--- config.mk ---
export PLATFORM = sky130hd
export DESIGN_NAME = mem_arb
export DESIGN_NICKNAME = d
export VERILOG_FILES = /design/src/rtl/mem_arb.sv
export SDC_FILE = /design/constraint.sdc
export NUM_CORES = 1
export LEC_CHECK = 0
export CORE_ASPECT_RATIO = 1.25
export CORE_MARGIN = 1
export CORE_UTILIZATION = 45
export DETAILED_ROUTE_END_ITERATION = 8
export PLACE_DENSITY_LB_ADDON = 0.25
export SYNTH_ARGS = -nofsm -noshare
export SYNTH_HDL_FRONTEND = slang
export SYNTH_SLANG_ARGS = --single-unit
--- constraint.sdc ---
create_clock -name clk -period 6 [get_ports clk]
set_input_delay 1.2 -clock clk [delete_from_list [all_inputs] [get_ports clk]]
set_output_delay 1.2 -clock clk [all_outputs]
set_load 0.01 [all_outputs]
--- src/rtl/mem_arb.sv ---
// Two-port memory arbiter: instruction fetch and data ports share one memory.
// Round-robin on ties; each access is IDLE -> ACCESS (MEM_LAT cycles) -> DONE.
module mem_arb #(
  parameter int AW      = 16,
  parameter int DW      = 32,
  parameter int MEM_LAT = 2
) (
  input  logic          clk,
  input  logic          rst_f,
  input  logic          if_req,
  input  logic [AW-1:0] if_addr,
  output logic          if_gnt,
  output logic          if_done,
  output logic [DW-1:0] if_rdata,
  input  logic          dm_req,
  input  logic          dm_we,
  input  logic [AW-1:0] dm_addr,
  input  logic [DW-1:0] dm_wdata,
  output logic          dm_gnt,
  output logic          dm_done,
  output logic [DW-1:0] dm_rdata,
  output logic          mem_en,
  output logic          mem_we,
  output logic [AW-1:0] mem_addr,
  output logic [DW-1:0] mem_wdata,
  input  logic [DW-1:0] mem_rdata,
  output logic          busy
);

  typedef enum logic [1:0] {IDLE = 2'd0, ACCESS = 2'd1, DONE = 2'd2} state_t;

  localparam logic [3:0] LAT_M1 = 4'(MEM_LAT - 1);

  state_t     state;
  logic [3:0] cnt;
  logic       last_dm;
  logic       win_dm;
  logic       pick_dm;

  // On a tie the data port wins only if fetch was served last.
  assign pick_dm = dm_req && (!if_req || !last_dm);
  assign busy    = (state == ACCESS) || (state == DONE);

  always_ff @(posedge clk or negedge rst_f) begin
    if (!rst_f) begin
      state     <= IDLE;
      cnt       <= '0;
      last_dm   <= 1'b1;
      win_dm    <= 1'b0;
      if_gnt    <= 1'b0;
      dm_gnt    <= 1'b0;
      if_done   <= 1'b0;
      dm_done   <= 1'b0;
      mem_en    <= 1'b0;
      mem_we    <= 1'b0;
      mem_addr  <= '0;
      mem_wdata <= '0;
      if_rdata  <= '0;
      dm_rdata  <= '0;
    end else begin
      case (state)
        IDLE: begin
          if_done <= 1'b0;
          dm_done <= 1'b0;
          if (if_req || dm_req) begin
            state     <= ACCESS;
            win_dm    <= pick_dm;
            if_gnt    <= !pick_dm;
            dm_gnt    <= pick_dm;
            mem_en    <= 1'b1;
            mem_addr  <= pick_dm ? dm_addr : if_addr;
            mem_we    <= pick_dm && dm_we;
            mem_wdata <= pick_dm ? dm_wdata : '0;
            cnt       <= LAT_M1;
          end
        end
        ACCESS: begin
          if (cnt == 4'd0) begin
            state   <= DONE;
            if_gnt  <= 1'b0;
            dm_gnt  <= 1'b0;
            mem_en  <= 1'b0;
            if_done <= !win_dm;
            dm_done <= win_dm;
            if (!mem_we) begin
              if (win_dm) dm_rdata <= mem_rdata;
              else        if_rdata <= mem_rdata;
            end
          end else begin
            cnt <= cnt - 4'd1;
          end
        end
        DONE: begin
          state   <= IDLE;
          if_done <= 1'b0;
          dm_done <= 1'b0;
          last_dm <= win_dm;
        end
        default: begin
          state   <= IDLE;
          if_gnt  <= 1'b0;
          dm_gnt  <= 1'b0;
          if_done <= 1'b0;
          dm_done <= 1'b0;
          mem_en  <= 1'b0;
          mem_we  <= 1'b0;
        end
      endcase
    end
  end

endmodule

### Yosys cells after proc, flatten, opt, wreduce, memory -nomap -nowiden

Cells that the tools add are included.

* bits in registers: 126
* output and inout port bits: 119
* logic and storage cells: 65

* add/sub/neg operators: 1
* equality and inequality tests: 5
* multiplexer cells: 21
* bitwise gates (word level): 4
* reductions and logical operators: 20

Operators by type and width (number)
* 32-bit two-way mux: 1
* 16-bit two-way mux: 1
* 1-bit two-way mux: 9
* 1-bit case mux with 3 select lines: 3
* 4-bit two-way mux: 2
* 4-bit case mux with 2 select lines: 1
* 4-bit AND reduction: 2
* 2-bit AND reduction: 3
* 3-bit AND reduction: 2
* 1-bit zero test: 4
* 4-bit zero test: 1
* 2-bit two-way mux: 2
* 2-bit != test (second input constant): 2
* 1-bit NOT: 4
* 2-bit case mux with 2 select lines: 1
* 4-bit by 1-bit subtractor with 4-bit output (second input constant): 1
* 1-bit logical OR: 3
* 2-bit by 1-bit equality test with 1-bit output (second input constant): 1
* 2-bit equality test (second input constant): 1
* 1-bit logical AND: 2
* 2-bit zero test: 1
* 2-bit by 1-bit != test with 1-bit output (second input constant): 1
* 1-bit case mux with 2 select lines: 1
* 2-bit nonzero test: 1
* 2-bit OR reduction: 1

### Depth between registers and ports, before layout

Gate-level depths: netlist (run 1).

* word-level depth: 6
* gate-level depth with buffers: 7
* depth with buffers taken out: 5

### Least setup slack after synthesis (run 1)

No wires, ideal clock.

* path type: input port to flip-flop
* from: input port dm_req
* to: register mem_addr[11]
* library setup time: 135 ps
* arrival time: 2170 ps
* path slack: 3695 ps
* stages on the path: 5
* path buffers: 2
* cells stage by stage: a21boi_0 -> buf_2 -> buf_2 -> mux2i_1 -> o21ai_0

* cells in the longest elaborated chain, start to end: 2
* elaborated cells between the ends (all ways): 4
* those cells by class: mux: 1; reduce/logical: 3

Ends and longest elaborated chain
* start, declared: RTL line 15 `input logic dm_req,`
* 1-bit logical AND or 1-bit logical OR (tied branches): RTL line 41, 65
* 16-bit two-way mux or 2-bit AND reduction (tied branches)
* end signal, assigned: RTL line 71 `mem_addr <= pick_dm ? dm_addr : if_addr;`
* end, declared: RTL line 24 `output logic [AW-1:0] mem_addr,`

Several ways; a longest one is shown, not always the timed one.
A chain may end at the register's enable or synchronous reset.

### Final worst setup path (run 1)

* from: register state[1]
* to: output port busy

* cells in the longest elaborated chain, start to end: 2
* elaborated cells between the ends (all ways): 3
* those cells by class: eq/ne: 2; reduce/logical: 1

Ends and longest elaborated chain
* start, declared: RTL line 34 `state_t state;`
* start signal, assigned: RTL line 46 `state <= IDLE;`
* start signal, assigned: RTL line 66 `state <= ACCESS;`
* start signal, assigned: RTL line 79 `state <= DONE;`
* 2-bit by 1-bit equality test with 1-bit output or 2-bit equality test (tied branches): RTL line 42 `assign busy = (state == ACCESS) || (state == DONE);`
* 1-bit logical OR (*): RTL line 42
* end, declared: RTL line 27 `output logic busy`

Every way passes the cells marked *; elsewhere a longest branch is shown, timed or not.

==> results.ini, run 1 <==
[clock_tree]
htree_levels = 4
insertion_delay_ps = 400
cts_hold_buf = 0
ctsLongestPathBuffers = 2
cts.repair.resized = 0
post-cts-setup-buffer-count = 0
cts-root-buf = clkbuf_16
clk_pin_slew_ps = 50
cts_sinks = 126
cts_tree = done
cts_made_buffers = 17

[die]
die_area_sq_um = 11500
std_cell_rows = 42
pin_count = 220
die_h_um = 120
core_sq_um = 10700
die_x_um = 96.3
start_util = 0.466

[timing]
worst_slew_pin_slew_ps = 1140
timing.final.crit_share = 0.486
rsz0062_at_grt = no
relSlewSlack = 0.238
fin_setup_tns_ps = 0
min_period_ps = 2920
setup_violations = 0
setup_slack_ps = 3080
slew_violations = 0
clock.fmax_ghz = 0.343
hold_violations = 0
clock_skew_ps = 11.7

[yosys]
synth_compound_area_frac = 0.107
post-synth-top-count-cell = dfrtp_1
synth_fa_ha_area_frac = 0.0125
postSynthNetCount = 456
syn-instance-count = 350
yosysTopAreaCell = dfrtp_1
yosysWarningCount = 0
netlist_top_cells_count = dfrtp_1 (125), mux2_2 (62), a22o_1 (33), nand2_1 (20), o21ai_0 (18)
synth_seq_cells = 126
synthSimpleGateAreaFrac = 0.0443
syn_area_sq_um = 5000
synth_top_flop_cell = dfrtp_1
synth_top_family_by_area = multiplexers
ys_top_cells_by_area = dfrtp_1 (63%), mux2_2 (14%), a22o_1 (5.8%)
muxShareOfSynthArea = 0.178
synth_top_area_frac = 0.626
synth_enable_flop_cells = 0
synthArstFlopShare = 1.00
yosysSeqAreaShare = 0.631
synth_xor_xnor_area_share = 0
yosysUniqueCellTypes = 37
syn_area_per_cell_sq_um = 14.3

[final_layout]
fin_util = 0.732
drive_gt1_frac = 0.174
fillers = 736
finalNetCount = 676
area_delta_synth_final_pct = 57.0
diodes = 0
final_cells = 714

[global_routing]
track_usage = 0.219
antenna_found_initial = 0
grt_max_degree = 89
grt_pass1_wl_mm = 19.0
grt_pass1_vias = 3874
overflow = 0

[detailed_routing]
firstDrtPassIters = 4
drt-initial-drc-count = 104
remaining_drc_errors = 0
wl_per_cell_um = 17.0
vias = 3723
vias_per_cell = 5.21
ant_nets = 0
wl_mm = 12.1

[placement]
dp_slack_ps = 2710
dpl.cell_count = 683
routabilityCongestion = 0.713
dp.final_hpwl_mm = 8.35
port_buffers = 219

[critical_path]
required_ps = 4800
cp-end-kind = output pin
crit_chain = inv_1, ha_1, clkdlybuf4s50_1
cp_slowest_stage_delay_ps = 560
cp_slowest_cell = clkdlybuf4s50_1
criticalPathCategory = reg2out
cp_max_fo = 3
cp.arrival_ps = 1720
critPathLaunchType = flop

[pwr]
irDropWorstVdd_mv = 0.426
power.leakage_nw = 3.38
p_per_area_nw_per_um2 = 542

[run_status]
status = completed

[min_path]
hold_class = reg2reg

[run]
drv_cap = 0

[cell usage in the layout, fill, tap and decap left out, types with 4 or more instances in the layout]
| master | instances |
|---|---|
| a21o_1 | 4 |
| a22o_1 | 33 |
| buf_4 | 6 |
| clkbuf_1 | 5 |
| clkbuf_16 | 17 |
| clkdlybuf4s50_1 | 218 |
| clkinv_2 | 4 |
| dfrtp_1 | 125 |
| ha_1 | 5 |
| inv_1 | 4 |
| mux2_2 | 62 |
| mux2i_1 | 16 |
| nand2_1 | 20 |
| o21ai_0 | 18 |
[cell type report]
type	instances	area (sq um)	share of cell area
Timing Repair Buffer	224	2230	0.284
Inverter	4	15.0	0.00191
Clock inverter	7	87.6	0.0112
Sequential cell	126	3150	0.402
Clock buffer	24	472	0.0601
Multi-Input combinational cell	197	1730	0.220
Tap cell	132	165	0.0210
[state kept, by name, indices dropped and copies added, names as in the netlist]
name	count
dm_gnt	1
mem_we	1
dm_rdata	32
win_dm	1
mem_wdata	32
last_dm	1
cnt	4
if_done	1
mem_en	1
mem_addr	16
state	2
dm_done	1
if_rdata	32
if_gnt	1
[layer usage]
| layer | global-route usage | up-vias | share of wire |
|---|---|---|---|
| met5 | 0 | - | 0 |
| li1 | - | 1711 | - |
| met2 | 0.352 | 177 | 0.49 |
| met4 | 0.0746 | 0 | 0.013 |
| met3 | 0.0779 | 14 | 0.087 |
| met1 | 0.271 | 1821 | 0.41 |
[cell families after synthesis]
| group | after synthesis |
|---|---|
| flops | 126 |
| mux | 81 |
| compound gates | 72 |
| simple gates | 39 |
| buf+inv | 27 |
| fa+ha+maj | 5 |
[critical path: cells and delay by family, from the launching register on]
kind	cells	cell delay [ps]
flip-flops	1	370
buffers and inverters	2	640
adder cells (fa/ha/maj)	1	310
[path summary, 6_finish.rpt]
kind / start / to / slack (ps) / cells past startpoint
worst max-delay path: state[1]$_DFFE_PN0P_ / busy / 3080 / 3
worst min-delay path: mem_addr[12]$_DFFE_PN0P_ / mem_addr[12]$_DFFE_PN0P_ / 480 / 2
worst max register to register: cnt[0]$_DFFE_PN0P_ / if_rdata[4]$_DFFE_PN0P_ / 3530 / 6
worst min register to register: mem_addr[12]$_DFFE_PN0P_ / mem_addr[12]$_DFFE_PN0P_ / 480 / 2
max in group asynchronous: rst_f / dm_rdata[26]$_DFFE_PN0P_ / 3880 / 2
min in group asynchronous: rst_f / dm_rdata[5]$_DFFE_PN0P_ / 980 / 1
[power breakdown]
group	switching (W)	leakage [nW]	internal (W)	total, W
registers	0.000233	1.55	0.00125	0.00148
logic	0.000736	1.56	0.00107	0.00181
clock network	0.000334	0.274	0.000628	0.000962
[stage by stage]
| step | hold WS, ps | total power (W) | cell area [sq um] |
|---|---|---|---|
| finish | 482 | 0.00425 | 7850 |
| global route | 507 | 0.00451 | 7850 |
| CTS | 486 | 0.00429 | 7850 |
| detailed placement | 473 | 0.00330 | 7290 |
| global placement | 460 | 0.00323 | 7290 |
| floorplan | 503 | 0.00230 | 5000 |
Note: power is estimated with default switching activity, not from simulation.
==> run 2: changes to the inputs <==
--- a/config.mk
+++ b/config.mk
@@ -7,7 +7,7 @@
 export LEC_CHECK = 0
 export CORE_ASPECT_RATIO = 1.25
 export CORE_MARGIN = 1
-export CORE_UTILIZATION = 45
+export CORE_UTILIZATION = 38
 export DETAILED_ROUTE_END_ITERATION = 8
 export PLACE_DENSITY_LB_ADDON = 0.25
 export SYNTH_ARGS = -nofsm -noshare
==> constraint.sdc (replaced) <==
create_clock -name clk -period 2.39 [get_ports clk]
set_input_delay 0.478 -clock clk [delete_from_list [all_inputs] [get_ports clk]]
set_output_delay 0.478 -clock clk [all_outputs]
set_load 0.01 [all_outputs]
==> run 2 against run 1 <==
  * Count of clock-buffer cells in the layout decreased by 6
  * Combinational power increased to 2.6 times the previous value
  * Worst setup slack got worse by 2900 ps
  * Non-clock buffer count increased by 9
  * Routed wire length increased by 5.2%
  * Power increased to 2.6 times the previous value
  * Sequential share of layout area decreased by 0.90 points
  * Global-route usage decreased by 2.1 points
  * Critical path type unchanged
  * Sequential power increased to 2.5 times the previous value
==> results.ini, run 2 (synthesis gave the netlist of run 1 again) <==
[pwr]
p_clk_frac = 0.228
p_comb_frac = 0.432
p_int_w = 0.00744
seqPwrFrac = 0.340
total_power_w = 0.0109
switching_share = 0.316
p_per_area_nw_per_um2 = 1350
p_sw_w = 0.00343
power.leakage_nw = 3.44
irDropWorstVdd_mv = 0.536

[critical_path]
cp.arrival_ps = 1720
critPathLaunchType = flop
reg2reg_from = cnt[0]$_DFFE_PN0P_
required_ps = 1910
ff2ff_path_depth = 6
cp_max_fo = 3
endpoint = busy
cp-end-kind = output pin
criticalPathCategory = reg2out
critPathLaunch = state[1]$_DFFE_PN0P_
rrSetupSlack_ps = 200
timing.rr.end = if_rdata[12]$_DFFE_PN0P_

[final_layout]
reg_top3 = dm_rdata (32), if_rdata (32), mem_wdata (32)
diodes = 0
area_delta_synth_final_pct = 60.5
final_cell_mix = clkdlybuf4s50_1 (218), dfrtp_1 (125), mux2_2 (62)
finalNetCount = 685
final_common_cell = clkdlybuf4s50_1
drive_gt1_frac = 0.193
fin_util = 0.628

[timing]
fin_setup_tns_ps = 0
clock.fmax_ghz = 0.455
clock_skew_ps = 5.13
relSlewSlack = 0.722
timing.final.crit_share = 0.919
slew_violations = 0
setup_violations = 0
setup_slack_ps = 194
min_period_ps = 2200
rsz0062_at_grt = no
hold_violations = 0
worst_slew_pin_slew_ps = 406

[detailed_routing]
firstDrtPassIters = 4
vias_per_cell = 4.93
ant_nets = 0
wl_mm = 12.8
vias = 3749
wl_per_cell_um = 16.8
drt-initial-drc-count = 93
remaining_drc_errors = 0

[die]
die_h_um = 130
die_area_sq_um = 13600
die_x_um = 105
start_util = 0.391
core_sq_um = 12800
std_cell_rows = 46
pin_count = 220

[placement]
routabilityCongestion = 0.745
dp_slack_ps = 205
port_buffers = 219
dp.final_hpwl_mm = 9.23

[clock_tree]
cts-root-buf = clkbuf_16
cts_hold_buf = 1
cts.repair.resized = 0
clk_pin_slew_ps = 60
cts_tree = done
htree_levels = 4
post-cts-setup-buffer-count = 0
cts_made_buffers = 17
cts_sinks = 126
insertion_delay_ps = 410
ctsLongestPathBuffers = 2

[global_routing]
track_usage = 0.198
overflow = 0
grt_pass1_wl_mm = 20.7
antenna_found_initial = 0
grt_max_degree = 69
grt_pass1_vias = 4072

[run]
drv_cap = 0

[min_path]
hold_class = in2async

[run_status]
status = completed

## run 2: cell count changes in the layout (fill, tap and decap cells not counted), moves of 2 or more
cell / change
buf_12: +4
buf_4: +4
clkbuf_1: -4
clkbuf_8: -2
clkinvlp_4: +4
inv_6: +2
## run 2: critical path: stages (launching register included)
cell             delay (ps)
dfrtp_1                 370
inv_1                    70
ha_1                    320
clkdlybuf4s50_1         540
## run 2: worst min path at each step
stage / end / cells after the start / slack, ps / start
2_1_floorplan: cnt[0]$_DFFE_PN0P_ / 0 / 180 / rst_f
3_3_place_gp: dm_rdata[10]$_DFFE_PN0P_ / 1 / 340 / rst_f
3_5_place_dp: dm_rdata[10]$_DFFE_PN0P_ / 1 / 340 / rst_f
4_1_cts: dm_rdata[14]$_DFFE_PN0P_ / 2 / 450 / rst_f
5_1_grt: dm_rdata[14]$_DFFE_PN0P_ / 2 / 480 / rst_f
6_report: dm_rdata[14]$_DFFE_PN0P_ / 2 / 460 / rst_f
## run 2: layout make-up
type                       instances  area [sq um]
clock buffer                      18           429
clock inverter                    14           144
fill                            1033          4750
inverter                           4          15.0
multi-input combinational        197          1730
sequential                       126          3150
tap                              168           210
timing repair buffer             233          2350
## run 2: power by group through the flow
stage               clock network (W)  registers [W]  logic [W]
floorplan                           0        0.00409    0.00168
global placement                    0        0.00367    0.00459
detailed placement                  0        0.00371    0.00473
CTS                           0.00255        0.00370    0.00475
global route                  0.00264        0.00383    0.00503
finish                        0.00248        0.00370    0.00469
## run 2: through the flow
step | cell area, sq um | instances | hold WS (ps)
after floorplan | 5000 | 350 | 182
after global placement | 7440 | 727 | 342
after detailed placement | 7440 | 727 | 342
after CTS | 8030 | 760 | 449
after global routing | 8030 | 760 | 476
final | 8030 | 760 | 459
## run 2: routing by layer
metal / global-route usage / vias to the layer above / routed length (um)
li1: - / 1736 / -
met1: 0.219 / 1814 / 4980
met2: 0.351 / 187 / 6500
met3: 0.0699 / 12 / 1120
met4: 0.0795 / 0 / 170
met5: 0 / - / 0
